===== config.mk =====
export PLATFORM = sky130hd
export DESIGN_NAME = iter_alu_miter
export DESIGN_NICKNAME = d
export VERILOG_FILES = /design/src/rtl/iter_alu_pkg.sv /design/src/rtl/iter_muldiv_core.sv /design/src/rtl/iter_alu_miter.sv
export SDC_FILE = /design/constraint.sdc
export NUM_CORES = 2
export LEC_CHECK = 0
export BUFFER_PORTS_ARGS = -buffer_cell sky130_fd_sc_hd__buf_2
export CAP_MARGIN = 10
export CORE_UTILIZATION = 63
export CTS_BUF_LIST = sky130_fd_sc_hd__clkbuf_4 sky130_fd_sc_hd__clkbuf_8 sky130_fd_sc_hd__clkbuf_16
export CTS_CLUSTER_DIAMETER = 50
export DETAILED_ROUTE_END_ITERATION = 16
export PLACE_DENSITY = 0.92
export SLEW_MARGIN = 5
export SYNTH_ARGS = -nofsm -noshare
export SYNTH_HDL_FRONTEND = slang
export SYNTH_SLANG_ARGS = --single-unit

===== constraint.sdc =====
create_clock -name clk -period 19.15 [get_ports clk]
set_input_delay 0.9575 -clock clk [delete_from_list [all_inputs] [get_ports clk]]
set_output_delay 0.9575 -clock clk [all_outputs]
set_load 0.05 [all_outputs]

===== src/rtl/iter_alu_pkg.sv =====
// Shared types and constants for the iterative ALU miter.
package iter_alu_pkg;

  typedef enum logic [1:0] {OP_ADD, OP_SUB, OP_MUL, OP_DIV} op_e;
  typedef enum logic [1:0] {PRE_PASS, PRE_CLRMSB, PRE_CLRLSB, PRE_AND} pre_e;
  typedef enum logic [1:0] {S_IDLE, S_BUSY, S_DONE} state_e;

  // Control beat layout: [3:2] op select, [1:0] A-preprocess select.
  typedef struct packed {
    op_e  op;
    pre_e pre;
  } ctl_t;

  localparam logic [3:0] MITER_CTRL = 4'b1000;

  // Multiply and divide go through the iterative core; add/sub do not.
  function automatic logic is_iterative(input op_e op);
    return (op == OP_MUL) || (op == OP_DIV);
  endfunction

endpackage


===== src/rtl/iter_muldiv_core.sv =====
// Shared iterative engine: shift-add unsigned multiplier and restoring
// unsigned divider, both taking exactly WIDTH iterations after start.
// res holds the final value from the cycle done pulses until the next start.
module iter_muldiv_core
  import iter_alu_pkg::*;
#(
  parameter int unsigned WIDTH = 64
) (
  input  logic               clk,
  input  logic               rst,
  input  logic               start,
  input  logic               is_div,
  input  logic [WIDTH-1:0]   a,
  input  logic [WIDTH-1:0]   b,
  output logic               done,
  output logic [2*WIDTH-1:0] res
);

  localparam int unsigned CNT_W = $clog2(WIDTH + 1);
  localparam int unsigned RW    = 2 * WIDTH;

  logic             busy_q,   busy_d;
  logic             done_q,   done_d;
  logic             is_div_q, is_div_d;
  logic [CNT_W-1:0] cnt_q,    cnt_d;
  logic [RW-1:0]    acc_q,    acc_d;    // mul: partial product; div: {rem, quot}
  logic [RW-1:0]    mcand_q,  mcand_d;  // mul: multiplicand shifted left each step
  logic [WIDTH-1:0] opb_q,    opb_d;    // mul: multiplier shifted right; div: divisor

  logic [WIDTH:0]   div_hi;
  logic             div_ok;
  logic [WIDTH-1:0] div_rem;
  logic [RW-1:0]    div_next;
  logic             last_c;

  // One restoring-division step: shift in the next dividend bit, subtract if it fits.
  always_comb begin
    div_hi   = acc_q[RW-1:WIDTH-1];
    div_ok   = (div_hi >= {1'b0, opb_q});
    div_rem  = WIDTH'(div_hi - {1'b0, opb_q});
    div_next = div_ok ? {div_rem, acc_q[WIDTH-2:0], 1'b1}
                      : {acc_q[RW-2:0], 1'b0};
    last_c   = (cnt_q == CNT_W'(WIDTH - 1));
  end

  // Iteration control and datapath update.
  always_comb begin
    busy_d   = busy_q;
    done_d   = 1'b0;
    is_div_d = is_div_q;
    cnt_d    = cnt_q;
    acc_d    = acc_q;
    mcand_d  = mcand_q;
    opb_d    = opb_q;

    if (start && !busy_q) begin
      busy_d   = 1'b1;
      is_div_d = is_div;
      cnt_d    = '0;
      opb_d    = b;
      if (is_div) begin
        acc_d   = {WIDTH'(0), a};
        mcand_d = '0;
      end else begin
        acc_d   = '0;
        mcand_d = {WIDTH'(0), a};
      end
    end else if (busy_q) begin
      cnt_d = cnt_q + CNT_W'(1);
      if (is_div_q) begin
        // Drop the remainder on the last step so res is the zero-extended quotient.
        acc_d = last_c ? {WIDTH'(0), div_next[WIDTH-1:0]} : div_next;
      end else begin
        acc_d   = opb_q[0] ? (acc_q + mcand_q) : acc_q;
        mcand_d = mcand_q << 1;
        opb_d   = opb_q >> 1;
      end
      if (last_c) begin
        busy_d = 1'b0;
        done_d = 1'b1;
      end
    end
  end

  // State registers.
  always_ff @(posedge clk or posedge rst) begin
    if (rst) begin
      busy_q   <= 1'b0;
      done_q   <= 1'b0;
      is_div_q <= 1'b0;
      cnt_q    <= '0;
      acc_q    <= '0;
      mcand_q  <= '0;
      opb_q    <= '0;
    end else begin
      busy_q   <= busy_d;
      done_q   <= done_d;
      is_div_q <= is_div_d;
      cnt_q    <= cnt_d;
      acc_q    <= acc_d;
      mcand_q  <= mcand_d;
      opb_q    <= opb_d;
    end
  end

  assign done = done_q;
  assign res  = acc_q;

endmodule


===== src/rtl/iter_alu_miter.sv =====
// Multi-cycle ALU miter target for sequential SMT sweeping.
// add/sub/mul/div on WIDTH-bit operands with a valid/ready handshake and
// one transaction in flight. Optional golden multiply check is enabled by
// defining ITER_ALU_GOLDEN_CHECK_EN; otherwise result is tied low.
module iter_alu_miter
  import iter_alu_pkg::*;
#(
  parameter int unsigned WIDTH = 64
) (
  input  logic               clk,
  input  logic               rst,
  input  logic               in_valid,
  output logic               in_ready,
  input  logic [WIDTH-1:0]   a,
  input  logic [WIDTH-1:0]   b,
  input  logic [3:0]         control,
  output logic               out_valid,
  input  logic               out_ready,
  output logic [2*WIDTH-1:0] out,
  output logic               result,
  output logic               condition
);

  localparam int unsigned RW = 2 * WIDTH;

  state_e           state_q,     state_d;
  ctl_t             ctl_q,       ctl_d;
  logic [WIDTH-1:0] opa_q,       opa_d;
  logic [WIDTH-1:0] opb_q,       opb_d;
  logic [RW-1:0]    out_q,       out_d;
  logic             out_valid_q, out_valid_d;
  logic             in_ready_q,  in_ready_d;
  logic             condition_q, condition_d;
  logic             result_q,    result_d;
  logic             as_done_q,   as_done_d;
`ifdef ITER_ALU_GOLDEN_CHECK_EN
  logic [RW-1:0]    golden_q,    golden_d;
`endif

  ctl_t             in_ctl_c;
  logic [WIDTH-1:0] pre_a_c;
  logic [RW-1:0]    addsub_c;
  logic [RW-1:0]    final_c;
  logic             core_start_c;
  logic             core_done;
  logic [RW-1:0]    core_res;

  assign in_ctl_c = ctl_t'(control);

  // Operand A preprocessing, applied to the incoming beat at capture.
  always_comb begin
    pre_a_c = a;
    case (in_ctl_c.pre)
      PRE_PASS:   pre_a_c = a;
      PRE_CLRMSB: pre_a_c = {1'b0, a[WIDTH-2:0]};
      PRE_CLRLSB: pre_a_c = {a[WIDTH-1:1], 1'b0};
      PRE_AND:    pre_a_c = a & b;
      default:    pre_a_c = a;
    endcase
  end

  // Single-cycle add/sub on captured operands, and final result select.
  always_comb begin
    if (ctl_q.op == OP_SUB) begin
      addsub_c = RW'(opa_q) - RW'(opb_q);
    end else begin
      addsub_c = RW'(opa_q) + RW'(opb_q);
    end
    final_c = is_iterative(ctl_q.op) ? core_res : addsub_c;
  end

  iter_muldiv_core #(
    .WIDTH (WIDTH)
  ) u_core (
    .clk    (clk),
    .rst    (rst),
    .start  (core_start_c),
    .is_div (in_ctl_c.op == OP_DIV),
    .a      (pre_a_c),
    .b      (b),
    .done   (core_done),
    .res    (core_res)
  );

  // Transaction FSM: capture in IDLE, compute in BUSY, hold result in DONE.
  always_comb begin
    state_d      = state_q;
    ctl_d        = ctl_q;
    opa_d        = opa_q;
    opb_d        = opb_q;
    out_d        = out_q;
    out_valid_d  = out_valid_q;
    in_ready_d   = in_ready_q;
    condition_d  = condition_q;
    result_d     = result_q;
    as_done_d    = 1'b0;
    core_start_c = 1'b0;
`ifdef ITER_ALU_GOLDEN_CHECK_EN
    golden_d     = golden_q;
`endif

    case (state_q)
      S_IDLE: begin
        in_ready_d = 1'b1;
        if (in_valid) begin
          core_start_c = is_iterative(in_ctl_c.op);
          state_d      = S_BUSY;
          ctl_d        = in_ctl_c;
          opa_d        = pre_a_c;
          opb_d        = b;
          in_ready_d   = 1'b0;
`ifdef ITER_ALU_GOLDEN_CHECK_EN
          golden_d     = RW'(a) * RW'(b);
`endif
        end
      end

      S_BUSY: begin
        if (is_iterative(ctl_q.op) ? core_done : as_done_q) begin
          state_d     = S_DONE;
          out_valid_d = 1'b1;
          out_d       = final_c;
          condition_d = (ctl_q == MITER_CTRL);
`ifdef ITER_ALU_GOLDEN_CHECK_EN
          result_d    = |(final_c ^ golden_q);
`else
          result_d    = 1'b0;
`endif
        end else begin
          // Add/sub spend one extra BUSY cycle so latency is two cycles.
          as_done_d = !is_iterative(ctl_q.op);
        end
      end

      S_DONE: begin
        if (out_ready) begin
          state_d     = S_IDLE;
          out_valid_d = 1'b0;
          in_ready_d  = 1'b1;
        end
      end

      default: begin
        state_d     = S_IDLE;
        out_valid_d = 1'b0;
        in_ready_d  = 1'b1;
      end
    endcase
  end

  // State and output registers.
  always_ff @(posedge clk or posedge rst) begin
    if (rst) begin
      state_q     <= S_IDLE;
      ctl_q       <= '0;
      opa_q       <= '0;
      opb_q       <= '0;
      out_q       <= '0;
      out_valid_q <= 1'b0;
      in_ready_q  <= 1'b1;
      condition_q <= 1'b0;
      result_q    <= 1'b0;
      as_done_q   <= 1'b0;
    end else begin
      state_q     <= state_d;
      ctl_q       <= ctl_d;
      opa_q       <= opa_d;
      opb_q       <= opb_d;
      out_q       <= out_d;
      out_valid_q <= out_valid_d;
      in_ready_q  <= in_ready_d;
      condition_q <= condition_d;
      result_q    <= result_d;
      as_done_q   <= as_done_d;
    end
  end

`ifdef ITER_ALU_GOLDEN_CHECK_EN
  // Golden product of the raw captured operands.
  always_ff @(posedge clk or posedge rst) begin
    if (rst) begin
      golden_q <= '0;
    end else begin
      golden_q <= golden_d;
    end
  end
`endif

  assign in_ready  = in_ready_q;
  assign out_valid = out_valid_q;
  assign out       = out_q;
  assign result    = result_q;
  assign condition = condition_q;

endmodule

# After elaboration in Yosys (flattened, before gate mapping)
# Cells that the tools add are included.
[word_totals]
regBits = 596
in_bits = 136
output_inout_bits = 132
word_cells = 98
[classes]
add_sub_neg = 5
order_cmp = 1
n_eq_ne = 16
muxes = 40
n_bitwise = 3
reduce_logical = 16
[ops]
columns = ["cell", "count"]
rows = [
  ["two-way mux 128 bit", 11],
  ["two-way mux 64 bit", 5],
  ["case mux 64 bit (4 select lines)", 1],
  ["adder 128 bit", 1],
  ["adder 64 x 64 -> 65 bit", 1],
  ["greater-or-equal comparator 65 x 64 -> 1 bit", 1],
  ["subtractor 64 x 64 -> 65 bit", 1],
  ["AND 64 bit", 1],
  ["subtractor 64 bit", 1],
  ["two-way mux 1 bit", 15],
  ["== test 2 bit, second input constant", 7],
  ["two-way mux 7 bit", 2],
  ["AND reduction 2 bit", 5],
  ["!= test 2 bit, second input constant", 4],
  ["adder 7 x 1 -> 7 bit, second input constant", 1],
  ["== test 7 x 6 -> 1 bit, second input constant", 1],
  ["== test 2 x 1 -> 1 bit, second input constant", 3],
  ["two-way mux 2 bit", 3],
  ["case mux 1 bit (3 select lines)", 2],
  ["case mux 2 bit (3 select lines)", 1],
  ["AND reduction 3 bit", 2],
  ["== test 4 bit, second input constant", 1],
  ["logical NOT 2 bit", 2],
  ["nonzero test 3 bit", 1],
  ["5 further kinds", 8],
]

# Logic depth before layout (Yosys ltp)
[depth]
ltp_word = 7
mapped_depth = 18
ltp_nobuf = 16

# Cells and area by module
# From an unflattened synthesis, not the netlist that was laid out.
[unflattened]
cells_unflattened = 5832
area_unflattened_um2 = 46580.9
[modules_own_cells]
columns = ["mod", "instances", "cells_per_inst", "area_per_inst_um2", "seq_area_each_um2"]
rows = [
  ["iter_muldiv_core", 1, 3515, 27249.9, 8257.9],
  ["iter_alu_miter", 1, 2317, 19331.0, 6657.6],
]

# Worst setup path after synthesis
# No wires, ideal clock.
[synth_path]
path_type = "register to register"
startpoint = "register u_core.acc_q[63] (netlist: u_core.res[63])"
endpoint = "register u_core.acc_q[114] (netlist: u_core.res[114])"
setup_time_ns = 0.129
t_arrival_ns = 3.424
t_required_ns = 19.021
path_slack_ns = 15.597
stages_incl_launch_ff = 17
n_path_buf = 0
synth_period_minus_slack_ns = 3.553
path_cell_list = "dfrtp_1 > inv_1 > ha_1 > fa_1 > nand2b_1 > a21oi_1 > o21ai_0 > a2111oi_0 > o31ai_1 > o21ai_1 > a221oi_1 > o31a_1 > o21ai_1 > a21oi_1 > xnor2_1 > a22oi_1 > nand2_1"
[synth_via]
elab_chain_len = 6
word_cells_on_any_way = 9
cone_classes = "add/sub: 2; order compare: 1; mux: 6"
[synth_lines]
columns = ["item", "line", "text"]
rows = [
  ["from (decl)", "iter_muldiv_core.sv:26", "logic [RW-1:0] acc_q, acc_d;"],
  ["from (signal assigned)", "iter_muldiv_core.sv:92", "acc_q <= '0;"],
  ["from (signal assigned)", "iter_muldiv_core.sv:100", "acc_q <= acc_d;"],
  ["subtractor 64 bit or greater-or-equal comparator 65 x 64 -> 1 bit (tied branches)", "iter_muldiv_core.sv:40, iter_muldiv_core.sv:39", ""],
  ["two-way mux 128 bit", "iter_muldiv_core.sv:41", "div_next = div_ok ? {div_rem, acc_q[WIDTH-2:0], 1'b1}"],
  ["two-way mux 128 bit", "iter_muldiv_core.sv:72", "acc_d = last_c ? {WIDTH'(0), div_next[WIDTH-1:0]} : div_next;"],
  ["two-way mux 128 bit (*)", "iter_muldiv_core.sv:70", "if (is_div_q) begin"],
  ["two-way mux 128 bit (*)", "iter_muldiv_core.sv:68", "end else if (busy_q) begin"],
  ["two-way mux 128 bit (*)", "iter_muldiv_core.sv:56", "if (start && !busy_q) begin"],
]
# Mark *: on every way between the ends. The rest lies on a longest branch, timed or not. The select of a mux whose other input is x is not followed.
# A chain may end at the register's enable or synchronous reset.

# Worst setup path in the final report
[layout_path]
startpoint = "register u_core.acc_q[71] (netlist: u_core.res[71])"
endpoint = "register u_core.acc_q[124] (netlist: u_core.res[124])"
# Same word-level chain as after synthesis.

==> results.md <==
* Status: complete, no violations
* Fmax at ~210 MHz
* Critical Path AT at roughly 5.4 ns
* # rows at 97
* Skew-Pair Late Insertion Delay at 0.66 ns
* CTS tree: built
* Final Setup Violations at 0
* Sink Count at 596
* RSZ-0062 raised after global routing: no
* Clock Path Buffers at 3
* Worst-Margin Slew at 1.26 ns
* Top delay family on crit path: compound AO/OA/AOI/OAI gates
* Final WL at 162 mm
* CP Capture Type: flop
* CP Cell Sequence: ha_1, and3_1, nand4_1, a31oi_1, nor3_1, o31ai_4, a41oi_2, o41ai_4, a211o_1, nand2_4, buf_4, and2_1, a221o_1, a21oi_1, o21ai_0
* Avg Inst Size Synth at 7.92 um2
* Cts bufs inserted at 83
* Die area at 0.0717 mm2
* CTS H-tree depth at 3
* Sequential-to-total area share from yosys stat at ~34%
* Clk_skew at between 0.03 and 0.04 ns
* Die Span Y at between 200 and 300 um
* GPL Wtd Cong at 1.04
* Worst-path fanout max at 107
* Grt ovf at 0
* Antenna Nets Post-Route at 0
* Antenna violations before repair at 19
* Pre-antenna DRT Iters at 7
* Vias per Instance at 6.79
* Top_reg_cell synth: dfrtp_1
* Top-count cell post-synth: o21ai_0
* GRT Total Usage at between 40 and 50%
* Yosys top cell by area: dfrtp_1
* Crit Path Class: reg -> reg
* Startpoint Class: flop
* Post-synth EDFFs at 0
* Post-Syn Area at 0.0445 mm2
* Fin. max-slew vios at 0
* Final hold slack at 0.425 ns
* Post-CTS sizing at 0
* Relative slew slack at 15.2%
* Synth top area cells: dfrtp_1 (33%), ha_1 (9.0%), o21ai_0 (8.5%)
* Post-DR wirelength/cell at 24.2 um
* Ports at 268
* # fillers at roughly 5700
* Commonest cells post-synth: o21ai_0 (752), nand2_1 (749), a21oi_1 (598), dfrtp_1 (595), nor2_1 (436)
* Final hold vios at 0
* 1st-iter DRT viols at 6057
* Largest net degree at the start of global routing at 119
* Share of cells above drive strength 1 at 9.58%
* Async S/R FF share, synth at 100%
* Setup TNS at 0 ns
* Postcts setup bufs at 0
* Total number of vias at 45347
* Worst Path Required at between 15 and 20 ns
* Final HPWL DP at 119 mm
* Post-CTS Hold Buffers at 0
* Final worst-path cycle share at around 25%
* Max incr delay on CP at 0.50 ns
* Vias in the first global route at 42827
* CP bufs+invs at 1
* Hold/Removal Path Class: in -> async
* Synth Warn # at 0
* Fin crit period at 4.85 ns
* # nets final at 6125
* Synth top area share at 33.5%
* Cells after Synth at 5619
* Area growth syn-to-layout at 9.97%
* DIE WIDTH at 268 um
* CORE AREA at 0.0699 mm2
* Root Driver: clkbuf_16
* Number of synthesized register bits at 596
* Max Cap Viol at 0
* Port bufs at 266
* Clk slew on worst S/H paths at 0.06 ns
* Slowest CP cell: o41ai_4
* Mapped Nets at 6079
* DRC Markers at 0
* Synth cell types at 110
* Initial Util at between 60% and 70%
* Global-route wire length before repair at between 200 and 250 mm
-- cells by family (layout without fill, tap and decap cells) --
kind of cell	after synthesis	count (layout)	share of synthesized area, %
compound gates	2086	2086	28.4
simple gates	1685	1685	16.8
flops	596	596	33.5
buf+inv	594	707	5.24
fa+ha+maj	324	324	9.18
xor+xnor	230	230	4.53
mux	103	103	2.33
other cells	1	10	0.00843
-- layer usage --
layer / part of all wire (%) / vias up / GRT usage (%) / wire length, um
li1: - / 20278 / - / -
met1: 39 / 21614 / 58.5 / 63400
met2: 43 / 2824 / 66.4 / 69700
met3: 12 / 611 / 12.6 / 20100
met4: 5.3 / 20 / 21.8 / 8510
met5: 0.080 / - / 0.338 / 129
-- flip-flops by register name, summed over array words and instances, names as in the netlist --
register,count
opa_q,64
u_core.busy_q,1
opb_q,64
u_core.mcand_q,128
ctl_q,4
in_ready,1
as_done_q,1
out_valid,1
state_q,2
out,128
u_core.done,1
u_core.is_div_q,1
u_core.cnt_q,7
u_core.opb_q,64
u_core.res,128
condition,1
-- placed cells by master (no fill, tap or decap), types with 23 or more instances in the layout --
master / instances
a211oi_1: 23
o21a_1: 43
o221ai_1: 49
a22oi_1: 105
and3_1: 32
xor2_1: 87
nand4_1: 87
nand2b_1: 38
or3_1: 71
ha_1: 320
a21o_1: 116
nor4_1: 30
a21oi_1: 598
nor2b_1: 26
clkbuf_16: 83
a221oi_1: 28
nand2_1: 746
a31oi_1: 41
o21ai_1: 33
o21ai_0: 752
mux2i_1: 99
dfrtp_1: 592
buf_2: 266
buf_4: 43
o31ai_1: 34
o211ai_1: 28
xnor2_1: 143
nand3_1: 75
nor2_1: 433
nor3_1: 67
o21bai_1: 68
inv_1: 244
-- worst register-to-register path, cell delays in order (launching register included) --
cell	delay [ns]
dfrtp_1	0.44
ha_1	0.41
and3_1	0.20
nand4_1	0.21
a31oi_1	0.38
nor3_1	0.16
o31ai_4	0.43
a41oi_2	0.28
o41ai_4	0.50
a211o_1	0.25
nand2_4	0.10
buf_4	0.44
and2_1	0.41
a221o_1	0.30
a21oi_1	0.12
o21ai_0	0.09
-- cell type report --
class	count	area, um2	area share, %
Antenna cell	9	22.5	0.0460
Clock buffer	97	2240	4.57
Clock inverter	55	643	1.31
Inverter	246	931	1.90
Multi-Input combinational cell	4429	27400	55.9
Sequential cell	596	14900	30.5
Tap cell	940	1180	2.40
Timing Repair Buffer	309	1650	3.38
-- per-stage QoR --
stage / cells / area (um2) / worst slack [ns] / utilization (%)
after floorplan: 5619 / 44500 / 1.51 / -
after global placement: 6520 / 46000 / 14.42 / 65.9
after detailed placement: 6520 / 46000 / 14.30 / 65.9
after CTS: 6672 / 48900 / 14.42 / 70.0
after global routing: 6676 / 48900 / 14.06 / 70.0
final: 6681 / 48900 / 14.30 / 70.0
-- final timing paths --
path / end / startpoint / cells after the start / slack [ns]
max: u_core.res[124]$_DFFE_PP0P_ / u_core.res[71]$_DFFE_PP0P_ / 15 / 14.30
max in group asynchronous: out[37]$_DFFE_PP0P_ / rst / 5 / 15.50
min reg2reg: as_done_q$_DFF_PP0_ / as_done_q$_DFF_PP0_ / 1 / 0.45
min in group clk: as_done_q$_DFF_PP0_ / as_done_q$_DFF_PP0_ / 1 / 0.45
min: u_core.opb_q[12]$_DFFE_PP0P_ / rst / 2 / 0.42
max reg2reg: u_core.res[124]$_DFFE_PP0P_ / u_core.res[71]$_DFFE_PP0P_ / 15 / 14.30
Power is not shown: default switching activity piles up to over one toggle a cycle in this logic, so the estimate is an artifact.
